--- src/rtl/mem_store_writer_pkg.sv ---
// Shared definitions for the instruction-memory store writer.
//   AW/DW/DEPTH/CW : default address width, word width, memory depth, burst count width
//   state_t        : controller states
//   csum_add       : running checksum accumulate, mod 2^DW
package mem_store_writer_pkg;

    localparam int AW    = 12;
    localparam int DW    = 16;
    localparam int DEPTH = 16;
    localparam int CW    = 5;

    typedef enum logic [2:0] {
        S_IDLE,
        S_ACCEPT,
        S_WRITE,
        S_VREAD,
        S_VDRAIN,
        S_FINISH
    } state_t;

    function automatic logic [DW-1:0] csum_add(input logic [DW-1:0] a, input logic [DW-1:0] b);
        return a + b;
    endfunction

endpackage

--- src/rtl/mem_store_writer.sv ---
// Instruction memory store writer.
// Accepts a burst of machine-code words over a valid/ready handshake and
// writes each into the instruction memory with auto-incrementing addresses
// from a base. An optional verify pass reads the burst back and compares the
// readback sum against the checksum of the words written.
//
// Ports:
//   clk, rst_n            clock, async active-low reset
//   start                 one-cycle burst request (IDLE only)
//   verify, base_addr,    burst parameters, sampled with start
//   count
//   in_valid/in_ready/    word input stream
//   in_data
//   mem_we, mem_re,       memory port: one-cycle write / read strobes
//   mem_addr, mem_wdata,
//   mem_rdata             read data, valid one cycle after mem_re
//   busy, done            busy from the cycle after start; done one-cycle pulse
//   err                   range or verify failure, held until next start
//   checksum              mod-2^DW sum of the words written in the last burst
module mem_store_writer
    import mem_store_writer_pkg::*;
#(
    parameter int AW    = 12,
    parameter int DW    = 16,
    parameter int DEPTH = 16,
    parameter int CW    = 5
) (
    input  logic          clk,
    input  logic          rst_n,
    input  logic          start,
    input  logic          verify,
    input  logic [AW-1:0] base_addr,
    input  logic [CW-1:0] count,
    input  logic          in_valid,
    input  logic [DW-1:0] in_data,
    output logic          in_ready,
    output logic          mem_we,
    output logic          mem_re,
    output logic [AW-1:0] mem_addr,
    output logic [DW-1:0] mem_wdata,
    input  logic [DW-1:0] mem_rdata,
    output logic          busy,
    output logic          done,
    output logic          err,
    output logic [DW-1:0] checksum
);

    localparam logic [AW:0] DEPTH_X = (AW+1)'(DEPTH);

    // End of burst is checked one bit wider than the address bus so that a
    // base near the top of the address space cannot wrap into range. Since
    // base >= 0, this also rejects any count larger than DEPTH.
    function automatic logic range_bad(input logic [AW-1:0] b, input logic [CW-1:0] c);
        logic [AW:0] last;
        last = {1'b0, b} + (AW+1)'(c);
        return last > DEPTH_X;
    endfunction

    state_t        state, state_nxt;

    logic [AW-1:0] base_q;
    logic [CW-1:0] cnt_q;
    logic [CW-1:0] idx_q;      // next write slot
    logic [CW-1:0] vidx_q;     // next readback slot
    logic          verify_q;
    logic [DW-1:0] word_q;     // word captured in ACCEPT, written in WRITE
    logic [DW-1:0] csum_q;
    logic [DW-1:0] rsum_q;
    logic          err_q;
    logic          rd_pend_q;  // mem_rdata carries a verify word this cycle

    logic          last_wr;
    logic          last_rd;

    assign last_wr = (idx_q + CW'(1)) == cnt_q;
    assign last_rd = (vidx_q + CW'(1)) == cnt_q;

    // ---------------------------------------------------------------
    // State register
    // ---------------------------------------------------------------
    always_ff @(posedge clk or negedge rst_n) begin
        if (!rst_n) state <= S_IDLE;
        else        state <= state_nxt;
    end

    // ---------------------------------------------------------------
    // Next state and outputs. Strobes decode straight from the state so
    // an async reset drops mem_we/mem_re immediately.
    // ---------------------------------------------------------------
    always_comb begin
        state_nxt = state;
        in_ready  = 1'b0;
        mem_we    = 1'b0;
        mem_re    = 1'b0;
        mem_addr  = '0;
        mem_wdata = '0;
        done      = 1'b0;
        busy      = (state != S_IDLE);

        case (state)
            S_IDLE: begin
                if (start) begin
                    if (count == '0)                    state_nxt = S_FINISH;
                    else if (range_bad(base_addr, count)) state_nxt = S_FINISH;
                    else                                state_nxt = S_ACCEPT;
                end
            end
            S_ACCEPT: begin
                in_ready = 1'b1;
                if (in_valid) state_nxt = S_WRITE;
            end
            S_WRITE: begin
                mem_we    = 1'b1;
                mem_addr  = base_q + AW'(idx_q);
                mem_wdata = word_q;
                if (last_wr) state_nxt = verify_q ? S_VREAD : S_FINISH;
                else         state_nxt = S_ACCEPT;
            end
            S_VREAD: begin
                mem_re   = 1'b1;
                mem_addr = base_q + AW'(vidx_q);
                if (last_rd) state_nxt = S_VDRAIN;
            end
            S_VDRAIN: begin
                state_nxt = S_FINISH;
            end
            S_FINISH: begin
                done      = 1'b1;
                state_nxt = S_IDLE;
            end
            default: state_nxt = S_IDLE;
        endcase
    end

    // ---------------------------------------------------------------
    // Datapath
    // ---------------------------------------------------------------
    always_ff @(posedge clk or negedge rst_n) begin
        if (!rst_n) begin
            base_q    <= '0;
            cnt_q     <= '0;
            idx_q     <= '0;
            vidx_q    <= '0;
            verify_q  <= 1'b0;
            word_q    <= '0;
            csum_q    <= '0;
            rsum_q    <= '0;
            err_q     <= 1'b0;
            rd_pend_q <= 1'b0;
        end else begin
            rd_pend_q <= (state == S_VREAD);
            case (state)
                S_IDLE: begin
                    if (start) begin
                        base_q   <= base_addr;
                        cnt_q    <= count;
                        verify_q <= verify;
                        csum_q   <= '0;
                        idx_q    <= '0;
                        // An empty burst is never a range error.
                        err_q    <= (count != '0) && range_bad(base_addr, count);
                    end
                end
                S_ACCEPT: begin
                    if (in_valid) begin
                        word_q <= in_data;
                        csum_q <= csum_add(csum_q, in_data);
                    end
                end
                S_WRITE: begin
                    idx_q  <= idx_q + CW'(1);
                    vidx_q <= '0;
                    rsum_q <= '0;
                end
                S_VREAD: begin
                    vidx_q <= vidx_q + CW'(1);
                    if (rd_pend_q) rsum_q <= csum_add(rsum_q, mem_rdata);
                end
                S_VDRAIN: begin
                    // Last readback word arrives this cycle; fold it in
                    // combinationally for the compare.
                    if (csum_add(rsum_q, mem_rdata) != csum_q) err_q <= 1'b1;
                end
                default: ;
            endcase
        end
    end

    assign err      = err_q;
    assign checksum = csum_q;

endmodule
--- config.mk ---
export PLATFORM = sky130hd
export DESIGN_NAME = mem_store_writer
export DESIGN_NICKNAME = d
export VERILOG_FILES = /design/src/rtl/mem_store_writer_pkg.sv /design/src/rtl/mem_store_writer.sv
export SDC_FILE = /design/constraint.sdc
export NUM_CORES = 1
export LEC_CHECK = 0
export ABC_AREA = 1
export CORE_AREA = 2 2 106 108
export CTS_CLUSTER_DIAMETER = 60
export CTS_CLUSTER_SIZE = 8
export DETAILED_ROUTE_END_ITERATION = 10
export DIE_AREA = 0 0 108 110
export HOLD_SLACK_MARGIN = 0.1
export PLACE_DENSITY = 0.86
export SETUP_SLACK_MARGIN = 0.05
export SLEW_MARGIN = 20
export SYNTH_ARGS = -nofsm -noshare
export SYNTH_HDL_FRONTEND = slang
export SYNTH_SLANG_ARGS = --single-unit
--- constraint.sdc ---
create_clock -name clk -period 7.18 [get_ports clk]
set_clock_uncertainty 0.05 [all_clocks]
set_input_delay 1.436 -clock clk [delete_from_list [all_inputs] [get_ports clk]]
set_output_delay 1.436 -clock clk [all_outputs]
set_load 0.01 [all_outputs]
==> results.py <==
metrics = {
    "synthesis": {
        "synth_compound_area_share_pct": 12.12,
        "synthTopCellsByCount": "nand2_1 (262), inv_1 (132), dfrtp_1 (81)",
        "ys_top_cells_by_area": "dfrtp_1 (33%), nand2_1 (16%), ha_1 (8.5%)",
        "yosysTopAreaCellShare_pct": 32.78,
        "ys_ff_latch": 81,
        "synth_xor_xnor_area_share_pct": 4.917,
        "syn-cell-area_sq_um": 6183,
        "ys_async_sr_fraction_pct": 100.0,
        "yosysTopAreaCell": "dfrtp_1",
        "syn-num-nets": 1008,
        "seq_area_frac_synth_pct": 32.78,
        "synth_edf_count": 0,
        "synthMuxAreaShare_pct": 0,
        "synth_top_family_by_area": "simple AND/OR/NAND/NOR gates",
        "yosys.area_share.simple_pct": 30.66,
        "yosys_warnings": 0,
        "yosysMostFrequentCell": "nand2_1",
        "post_synth_inst_count": 908,
        "synth_cell_types": 38,
        "synth_top_flop_cell": "dfrtp_1",
        "syn_avg_cell_area_sq_um": 6.810,
        "synth_fa_ha_area_share_pct": 9.794,
    },
    "placement": {
        "io_buffer_count": 103,
        "dp_hpwl_um": 12150,
        "place_congestion": 0.9076,
        "place_area_sq_um": 7311,
    },
    "drt": {
        "dr.first_iter.drc_count": 323,
        "drc": 0,
        "wirelength_um": 15610,
        "ant_nets": 0,
        "vias_per_cell": 5.350,
        "post_drt_wl_per_cell_um": 13.57,
        "vias": 6153,
        "dr.pass1.iters": 5,
    },
    "job": {
        "cap_violations": 0,
    },
    "worst_setup_path": {
        "critPathArrivalTime_ns": 4.18,
        "critPathMaxFanout": 21,
        "required_ns": 5.69,
        "rr_endpoint": "rsum_q[3]",
        "end_kind": "primary output",
        "r2r-start": "state[1]",
        "setup.worst_path.class": "reg -> out",
        "critPathSlowestCell": "nor2_2",
        "endpoint": "mem_addr[8]",
        "r2r_setup_slack_ns": 4.43,
        "crit_path_start": "state[1]",
        "worst_path_most_repeated_cell": "inv_1",
        "path_buf_inv": 6,
        "critPathTopFamily": "simple AND/OR/NAND/NOR gates",
        "worstSetupStartpointType": "flop",
        "slowest_delay_ns": 0.55,
        "reg2reg_depth": 7,
        "crit_chain": "inv_1 -> nor2_4 -> inv_2 -> nor2_2 -> o21ai_0 -> inv_1 -> ha_1 -> inv_1 -> fa_1 -> nor2_1 -> o21ai_0 -> nand2_1 -> a21oi_1 -> nor2_1 -> nand2_1 -> inv_1 -> a21oi_1 -> nor2_1 -> clkdlybuf4s50_1",
        "crit_cells": 19,
    },
    "final_layout": {
        "post-route-cell-area_sq_um": 7510,
        "syn_to_final_growth_pct": 21.45,
        "n_antenna_cell": 0,
        "drive_gt1_share_pct": 3.960,
        "nNetsFinal": 1105,
        "postLayoutCoreUtil_pct": 70.20,
    },
    "timing": {
        "tns_ns": 0,
        "slew_headroom_pct": 43.80,
        "drv_slew": 0,
        "fin_crit_ns": 5.662,
        "worstMarginPinSlew_ns": 0.8410,
        "setup_viol": 0,
        "rsz0062_at_grt": "no",
        "whs_ns": 0.4483,
        "hold_viol": 0,
        "max_freq_mhz": 176.6,
        "fin_crit_sh_pct": 78.86,
    },
    "floorplanning": {
        "row_count": 38,
        "die_area_sq_um": 11880,
        "start_util_pct": 57.80,
        "core_sq_um": 10700,
        "die_w_um": 108,
        "dieHeight_um": 110,
        "io_pins": 104,
    },
    "clocking": {
        "clk_latency_ns": 0.37,
        "cts_root_buffer": "clkbuf_8",
        "hold_buffers": 0,
        "h-tree-depth": 3,
        "cts.clk_slew.worst_paths_ns": 0.09,
        "cts_max_path_buffers": 2,
        "numCtsBuffers": 9,
        "cts_resized": 0,
        "cts_tree": "done",
        "cts_setup_buffers": 0,
        "cts.sinks": 81,
    },
    "global_routing": {
        "grt_pass1_wl_um": 26360,
        "grt_pass1_vias": 5942,
        "grt_usage_pct": 27.84,
        "overflow": 0,
        "grt_max_degree": 82,
        "antenna_found_initial": 0,
    },
    "outcome": {
        "status": "finished clean",
    },
    "pwr": {
        "ir_worst_vdd_uv": 208.5,
        "p_leak_nw": 3.826,
        "power_density_nw_per_um2": 365.0,
        "power_w": 0.002741,
    },
    "hold_path": {
        "min_path_cells": 2,
        "hp-class": "reg -> reg",
    },
}
[worst min-delay path: stages (launching register included)]
cell     delay (ns)
dfrtp_1        0.36
nand2_1        0.06
nand2_1        0.05
[sequential cells by signal, summed over array words and instances, names as in the netlist, 3 cells and up]
| register | flops |
|---|---|
| base_q | 12 |
| word_q | 16 |
| vidx_q | 5 |
| checksum | 16 |
| state | 3 |
| rsum_q | 16 |
| cnt_q | 5 |
| idx_q | 5 |
[cell type report]
cell class	count	area, sq um
Clock buffer	10	137.6
Fill cell	903	3188
Multi-Input combinational cell	671	3557
Tap cell	140	175.2
Sequential cell	81	2027
Clock inverter	6	55.05
Inverter	138	518.0
Timing Repair Buffer	104	1040
[cells by family (layout without fill, tap and decap cells)]
kind of cell,Yosys count,after routing
buf+inv,156,258
xor+xnor,33,33
flops,81,81
simple gates,451,451
fa+ha+maj,46,46
compound gates,141,141
[worst min path at each step]
stage          startpoint        end
2_1_floorplan   base_q[0]  base_q[0]
3_3_place_gp    base_q[4]  base_q[4]
3_5_place_dp    base_q[4]  base_q[4]
4_1_cts         base_q[3]  base_q[3]
5_1_grt         base_q[4]  base_q[4]
6_report        base_q[3]  base_q[3]
[routing by layer]
metal | track usage, % | share of wire (%) | routed length, um
met5 | 0 | 0 | 0
met4 | 11.54 | 2.4 | 371
met3 | 3.527 | 4.7 | 740
met2 | 50.72 | 52 | 8125
met1 | 33.28 | 41 | 6370
[through the flow]
| step | setup WS (ns) | std cells |
|---|---|---|
| 2_1_floorplan | 3.042 | 908 |
| 3_3_place_gp | 1.780 | 1134 |
| 3_5_place_dp | 1.660 | 1134 |
| 4_1_cts | 1.223 | 1150 |
| 5_1_grt | 1.102 | 1150 |
| 6_report | 1.518 | 1150 |
[power by group]
group | internal, W | switching (W) | total [W]
registers | 0.000649 | 0.000165 | 0.000814
logic | 0.000649 | 0.000943 | 0.00159
clock network | 0.000143 | 0.000192 | 0.000335
[cells in the final DEF, fill, tap and decap left out, types with 3 or more instances in the layout]
cell,instances
inv_2,6
nor2_4,3
clkbuf_8,10
a21oi_1,42
nand3_1,77
inv_6,4
inv_1,132
dfrtp_1,81
o21ai_0,80
o22ai_1,6
nand4_1,10
xnor2_1,12
nand2_2,3
or2_2,4
clkdlybuf4s50_1,102
ha_1,42
fa_1,4
xor2_1,20
nor3_1,6
nor2_1,79
nand2_1,262
(Power assumes the default switching activity.)
